[src/rtl/norm_shift.sv]
// Iterative signed normalizer: strips redundant sign bits, up to STEP per cycle, and returns the count.
// Optional NORM_SHIFT_ZERO_EN adds norm_zero_o and a single-step early exit for a zero operand.
module norm_shift #(
   parameter int unsigned WIDTH = 64,
   parameter int unsigned STEP  = 4,
   localparam int unsigned SW   = $clog2(WIDTH)
) (
   input  logic             clk,
   input  logic             rst,
   input  logic             norm_valid_i,
   output logic             norm_ready_o,
   input  logic [WIDTH-1:0] norm_i,
   output logic             norm_valid_o,
   input  logic             norm_ready_i,
   output logic [WIDTH-1:0] norm_o,
   output logic [SW-1:0]    norm_sh_o
`ifdef NORM_SHIFT_ZERO_EN
   ,
   output logic             norm_zero_o
`endif
);

   localparam int unsigned KW     = $clog2(STEP + 1);
   localparam int unsigned CW     = SW + 1;
   localparam int unsigned MAX_SH = WIDTH - 1;

   typedef enum logic [1:0] {
      IDLE = 2'd0,
      BUSY = 2'd1,
      DONE = 2'd2
   } state_e;

   state_e           state_q, state_d;
   logic [WIDTH-1:0] work_q, work_d;
   logic [SW-1:0]    cnt_q, cnt_d;
   logic             ready_q, ready_d;
   logic             valid_q, valid_d;
`ifdef NORM_SHIFT_ZERO_EN
   logic             zero_q, zero_d;
`endif

   logic [KW-1:0]    lead;
   logic             run;
   logic [CW-1:0]    rem;
   logic [CW-1:0]    k;
   logic [CW-1:0]    cnt_nxt;

   // Redundant sign bits in the top STEP+1 bits, capped so the count never passes WIDTH-1.
   always_comb begin
      lead = '0;
      run  = 1'b1;
      for (int i = 1; i <= int'(STEP); i++) begin
         if (run && (work_q[WIDTH-1-i] == work_q[WIDTH-1])) begin
            lead = lead + KW'(1);
         end else begin
            run = 1'b0;
         end
      end
      rem     = CW'(MAX_SH) - CW'(cnt_q);
      k       = (CW'(lead) > rem) ? rem : CW'(lead);
      cnt_nxt = CW'(cnt_q) + k;
   end

   always_comb begin
      state_d = state_q;
      work_d  = work_q;
      cnt_d   = cnt_q;
      ready_d = ready_q;
      valid_d = valid_q;
`ifdef NORM_SHIFT_ZERO_EN
      zero_d  = zero_q;
`endif
      case (state_q)
         IDLE: begin
            ready_d = 1'b1;
            valid_d = 1'b0;
            if (norm_valid_i) begin
               work_d  = norm_i;
               cnt_d   = '0;
               ready_d = 1'b0;
               state_d = BUSY;
`ifdef NORM_SHIFT_ZERO_EN
               zero_d  = 1'b0;
`endif
            end
         end
         BUSY: begin
`ifdef NORM_SHIFT_ZERO_EN
            if (work_q == '0) begin
               cnt_d   = SW'(MAX_SH);
               zero_d  = 1'b1;
               valid_d = 1'b1;
               state_d = DONE;
            end else begin
`endif
               work_d = work_q << k;
               cnt_d  = SW'(cnt_nxt);
               if ((k < CW'(STEP)) || (cnt_nxt == CW'(MAX_SH))) begin
                  valid_d = 1'b1;
                  state_d = DONE;
               end
`ifdef NORM_SHIFT_ZERO_EN
            end
`endif
         end
         DONE: begin
            // Result stays frozen until the downstream takes it.
            if (norm_ready_i) begin
               valid_d = 1'b0;
               ready_d = 1'b1;
               state_d = IDLE;
            end
         end
         default: begin
            state_d = IDLE;
            ready_d = 1'b1;
            valid_d = 1'b0;
         end
      endcase
   end

   always_ff @(posedge clk) begin
      if (rst) begin
         state_q <= IDLE;
         work_q  <= '0;
         cnt_q   <= '0;
         ready_q <= 1'b1;
         valid_q <= 1'b0;
`ifdef NORM_SHIFT_ZERO_EN
         zero_q  <= 1'b0;
`endif
      end else begin
         state_q <= state_d;
         work_q  <= work_d;
         cnt_q   <= cnt_d;
         ready_q <= ready_d;
         valid_q <= valid_d;
`ifdef NORM_SHIFT_ZERO_EN
         zero_q  <= zero_d;
`endif
      end
   end

   assign norm_ready_o = ready_q;
   assign norm_valid_o = valid_q;
   assign norm_o       = work_q;
   assign norm_sh_o    = cnt_q;
`ifdef NORM_SHIFT_ZERO_EN
   assign norm_zero_o  = zero_q;
`endif

endmodule

[config.mk]
export PLATFORM = sky130hd
export DESIGN_NAME = norm_shift
export DESIGN_NICKNAME = d
export VERILOG_FILES = /design/src/rtl/norm_shift.sv
export SDC_FILE = /design/constraint.sdc
export NUM_CORES = 1
export LEC_CHECK = 0
export CAP_MARGIN = 20
export CORE_MARGIN = 5
export CORE_UTILIZATION = 45
export DETAILED_ROUTE_END_ITERATION = 12
export GPL_ROUTABILITY_DRIVEN = 0
export GPL_TIMING_DRIVEN = 0
export PLACE_DENSITY = 0.77
export SKIP_CTS_REPAIR_TIMING = 1
export SLEW_MARGIN = 30
export SYNTH_ARGS = -nofsm -noshare
export SYNTH_HDL_FRONTEND = slang
export SYNTH_SLANG_ARGS = --single-unit
[constraint.sdc]
create_clock -name clk -period 4.4 [get_ports clk]
set_input_delay 1.1 -clock clk [delete_from_list [all_inputs] [get_ports clk]]
set_output_delay 1.1 -clock clk [all_outputs]
set_load 0.02 [all_outputs]
==> flow_metrics.py <==
metrics = {
    "pwr": {
        "ir_drop_v": 0.000342,
        "power.density_mw_per_mm2": 729,
        "p_comb_share_pct": 67.4,
        "swShare_pct": 50.3,
        "seqPwrFrac_pct": 19.9,
        "p_int_w": 0.00274,
        "power_w": 0.00552,
        "p_clk_share_pct": 12.8,
        "power.switching_w": 0.00278,
        "p_leak_nw": 2.95,
    },
    "synthesis": {
        "synth_area_mm2": 0.00543,
        "synth.area.top_cells": "dfxtp_1 27%, mux2i_1 13%, a21oi_1 5.0%",
        "synth_top_cell_by_area": "dfxtp_1",
        "synth_mux_area_share_pct": 14.6,
        "ys_types": 67,
        "synth_seq_cells": 74,
        "synth_compound_area_share_pct": 31.6,
        "synth_edf_count": 0,
        "syn-num-nets": 766,
        "synth-simple-area-share_pct": 16.8,
        "synth_top_area_share_pct": 27.3,
        "syn_inst": 690,
        "yosys.area_share.adder_pct": 1.98,
        "syn_area_per_cell_um2": 7.87,
        "yosysWarnings": 0,
        "synthArstFlopShare_pct": 0,
        "synth-xor-area-share_pct": 0.484,
        "ys_seq_area_share_pct": 27.3,
        "synthFlopType": "dfxtp_1",
        "synth_top_family_by_area": "compound AO/OA/AOI/OAI gates",
    },
    "route": {
        "vias": 6934,
        "wirelength_um": 23000,
        "drtPass1Iterations": 6,
        "route.detailed.drc": 0,
        "routed_via_density": 6.90,
        "drt_iter0_markers": 1287,
        "wl_per_cell_um": 22.9,
        "ant_nets": 0,
    },
    "die": {
        "rows": 40,
        "start_util_pct": 45.6,
        "die_h_um": 120,
        "core_region_area_mm2": 0.0119,
        "dieArea_mm2": 0.0144,
        "dieWidth_um": 120,
        "io_pins": 140,
    },
    "finish": {
        "fin_util_pct": 63.5,
        "num_antenna_cells": 0,
        "fill_cells": 1012,
        "drive_gt1_share_pct": 13.2,
        "multi_input_area_mm2": 0.00369,
        "area_growth_pct": 39.3,
        "layout.nets": 930,
        "seq_area_mm2": 0.00149,
    },
    "setup_path": {
        "worst-path-buf-inv": 4,
        "worstPathArrival_ns": 4.75,
        "path_max_fanout": 10,
        "start_kind": "register",
        "cp_slowest_stage_delay_ns": 0.44,
        "cp-end-kind": "register",
        "critPathSlowestCell": "or4_4",
        "critPathKind": "reg2reg",
        "cp_cell_sequence": "or2_4 > a21oi_2 > o21bai_1 > ha_2 > o21ai_2 > inv_2 > ha_4 > nand3_2 > and4_4 > buf_4 > a21boi_4 > nor2_4 > inv_2 > buf_4 > ha_1 > nor2b_4 > o21ai_2 > xor2_1 > or4_4 > o21ai_4 > nand2_1 > a21oi_1",
        "critPathRequiredTime_ns": 4.67,
        "path_delay_family": "simple AND/OR/NAND/NOR gates",
    },
    "placement": {
        "dp_hpwl_um": 16600,
        "io_buffer_count": 138,
    },
    "status": {
        "violations": "negative setup slack",
        "status": "finished, violations left",
    },
    "sta": {
        "finalHoldViolCount": 0,
        "slew_viol_final": 0,
        "fin_crit_sh_pct": 102,
        "setup_viol": 2,
        "finClkSkew_ns": 0.00762,
        "tightest_slew_ns": 0.911,
        "min_period_ns": 4.47,
        "rsz0062_at_grt": "true",
        "fmax_mhz": 224,
        "timing.final.ws_setup_ns": -0.0724,
        "relSlewSlack_pct": 38.8,
    },
    "flow_run": {
        "cap_violations": 0,
    },
    "clock_network": {
        "cts_buffer_depth": 2,
        "clkLatencyLatePin_ns": 0.35,
        "cts_tree": "built",
        "cts_buffers": 9,
        "htreeDepth": 3,
        "cts_root_buf": "clkbuf_16",
        "path_clk_slew_ns": 0.06,
        "clock_sinks": 74,
    },
    "global_routing": {
        "grt.total_usage_pct": 30.2,
        "grt_pass1_wl_um": 34900,
        "overflow": 0,
        "grt_antenna_before_repair": 0,
        "grt_pass1_vias": 6805,
        "grt_max_degree": 12,
    },
    "worst_hold_path": {
        "hp-class": "reg2reg",
    },
}
-- worst reg2reg max path, delay by kind of cell, from the launching register on --
family,cells,cell delay (ns)
AO/OA/AOI/OAI,7,1.19
adder cells (fa/ha/maj),3,0.87
XOR/XNOR,1,0.09
flip-flops,1,0.36
AND/OR/NAND/NOR,7,1.31
buffers and inverters,4,0.58
-- per-layer routing --
metal  track usage, %  up-vias  wire length, um
met4             18.4        0             1130
li1                 -     2957                -
met2             47.4      638            10200
met3             6.64      147             2930
met1             37.8     3192             8740
met5                0        -                0
-- power groups by stage --
stage | logic (W) | registers (W) | clock network (W)
floorplan | 0.00204 | 0.00123 | 0
global placement | 0.00329 | 0.00107 | 0
detailed placement | 0.00336 | 0.00108 | 0
CTS | 0.00338 | 0.00107 | 0.000697
global route | 0.00387 | 0.00111 | 0.000722
finish | 0.00372 | 0.00110 | 0.000704
-- cells in the final DEF, fill, tap and decap left out, types with 16 or more instances in the layout --
master | synthesis | final
a221oi_1 | 19 | 19
nand2_1 | 65 | 64
a22oi_1 | 16 | 16
mux2i_1 | 70 | 70
buf_4 | 6 | 26
clkdlybuf4s50_1 | 0 | 138
a21oi_1 | 54 | 52
nor3_1 | 25 | 24
clkbuf_1 | 31 | 31
dfxtp_1 | 74 | 70
nor2_1 | 66 | 65
a211oi_1 | 18 | 18
o21ai_0 | 48 | 46
buf_2 | 20 | 16
-- synth_stat cells (3+ instances only) --
cell,count
clkbuf_1,31
nor2_1,66
mux2_2,7
nor4_1,13
nor3_1,25
a22o_1,11
o22ai_1,13
inv_1,9
o21a_1,3
nand2b_1,3
nor2b_1,3
o21ai_0,48
a22oi_1,16
xor2_1,3
a32o_1,13
buf_4,6
ha_1,7
inv_2,3
a31oi_1,4
o21ai_1,7
o221ai_1,5
a21oi_1,54
nand2_1,65
buf_2,20
buf_6,3
or3_1,3
a221oi_1,19
mux2i_1,70
a311oi_1,4
o211ai_1,3
a211oi_1,18
nand3_1,9
dfxtp_1,74
a221o_1,8
-- through the flow --
step / area [um^2] / hold WS [ns] / TNS, ns / cells / setup slack (ns)
after CTS: 7290 / 0.475 / -2.31 / 990 / -0.673
after floorplan: 5450 / 0.533 / 0 / 690 / 0.00299
final: 7560 / 0.491 / -0.136 / 1005 / -0.0724
after global placement: 7020 / 0.464 / -1.48 / 975 / -0.501
after detailed placement: 7020 / 0.467 / -2.19 / 975 / -0.651
after global routing: 7560 / 0.524 / -0.563 / 1005 / -0.235
-- kinds of logic after synthesis --
kind of cell / after synthesis
AND/OR/NAND/NOR: 202
XOR/XNOR: 3
flip-flops: 74
AO/OA/AOI/OAI: 248
adder cells (fa/ha/maj): 8
buffers and inverters: 77
multiplexers: 78
-- cell type report --
class                      count  share of cell area (%)
inverter                      12                   0.728
multi-input combinational    539                    48.8
sequential                    74                    19.7
clock buffer                  12                    3.39
buffer                        60                    4.48
timing repair buffer         158                    20.2
tap                          147                    2.43
clock inverter                 3                   0.199
-- state kept, by name, indices dropped and copies added (netlist names) --
name	count
norm_o	64
norm_sh_o	6
norm_ready_o	1
state_q	2
norm_valid_o	1
-- final timing paths --
kind	start	end	slack, ns	cells after the start
min reg2reg	norm_valid_o$_SDFFE_PP0P_	norm_valid_o$_SDFFE_PP0P_	0.49	2
max reg2reg	norm_o[63]$_SDFFE_PP0P_	state_q[1]$_SDFFE_PP0P_	-0.07	22
max	norm_o[63]$_SDFFE_PP0P_	state_q[1]$_SDFFE_PP0P_	-0.07	22
min	norm_valid_o$_SDFFE_PP0P_	norm_valid_o$_SDFFE_PP0P_	0.49	2
Power figures use the tool's default switching activity.
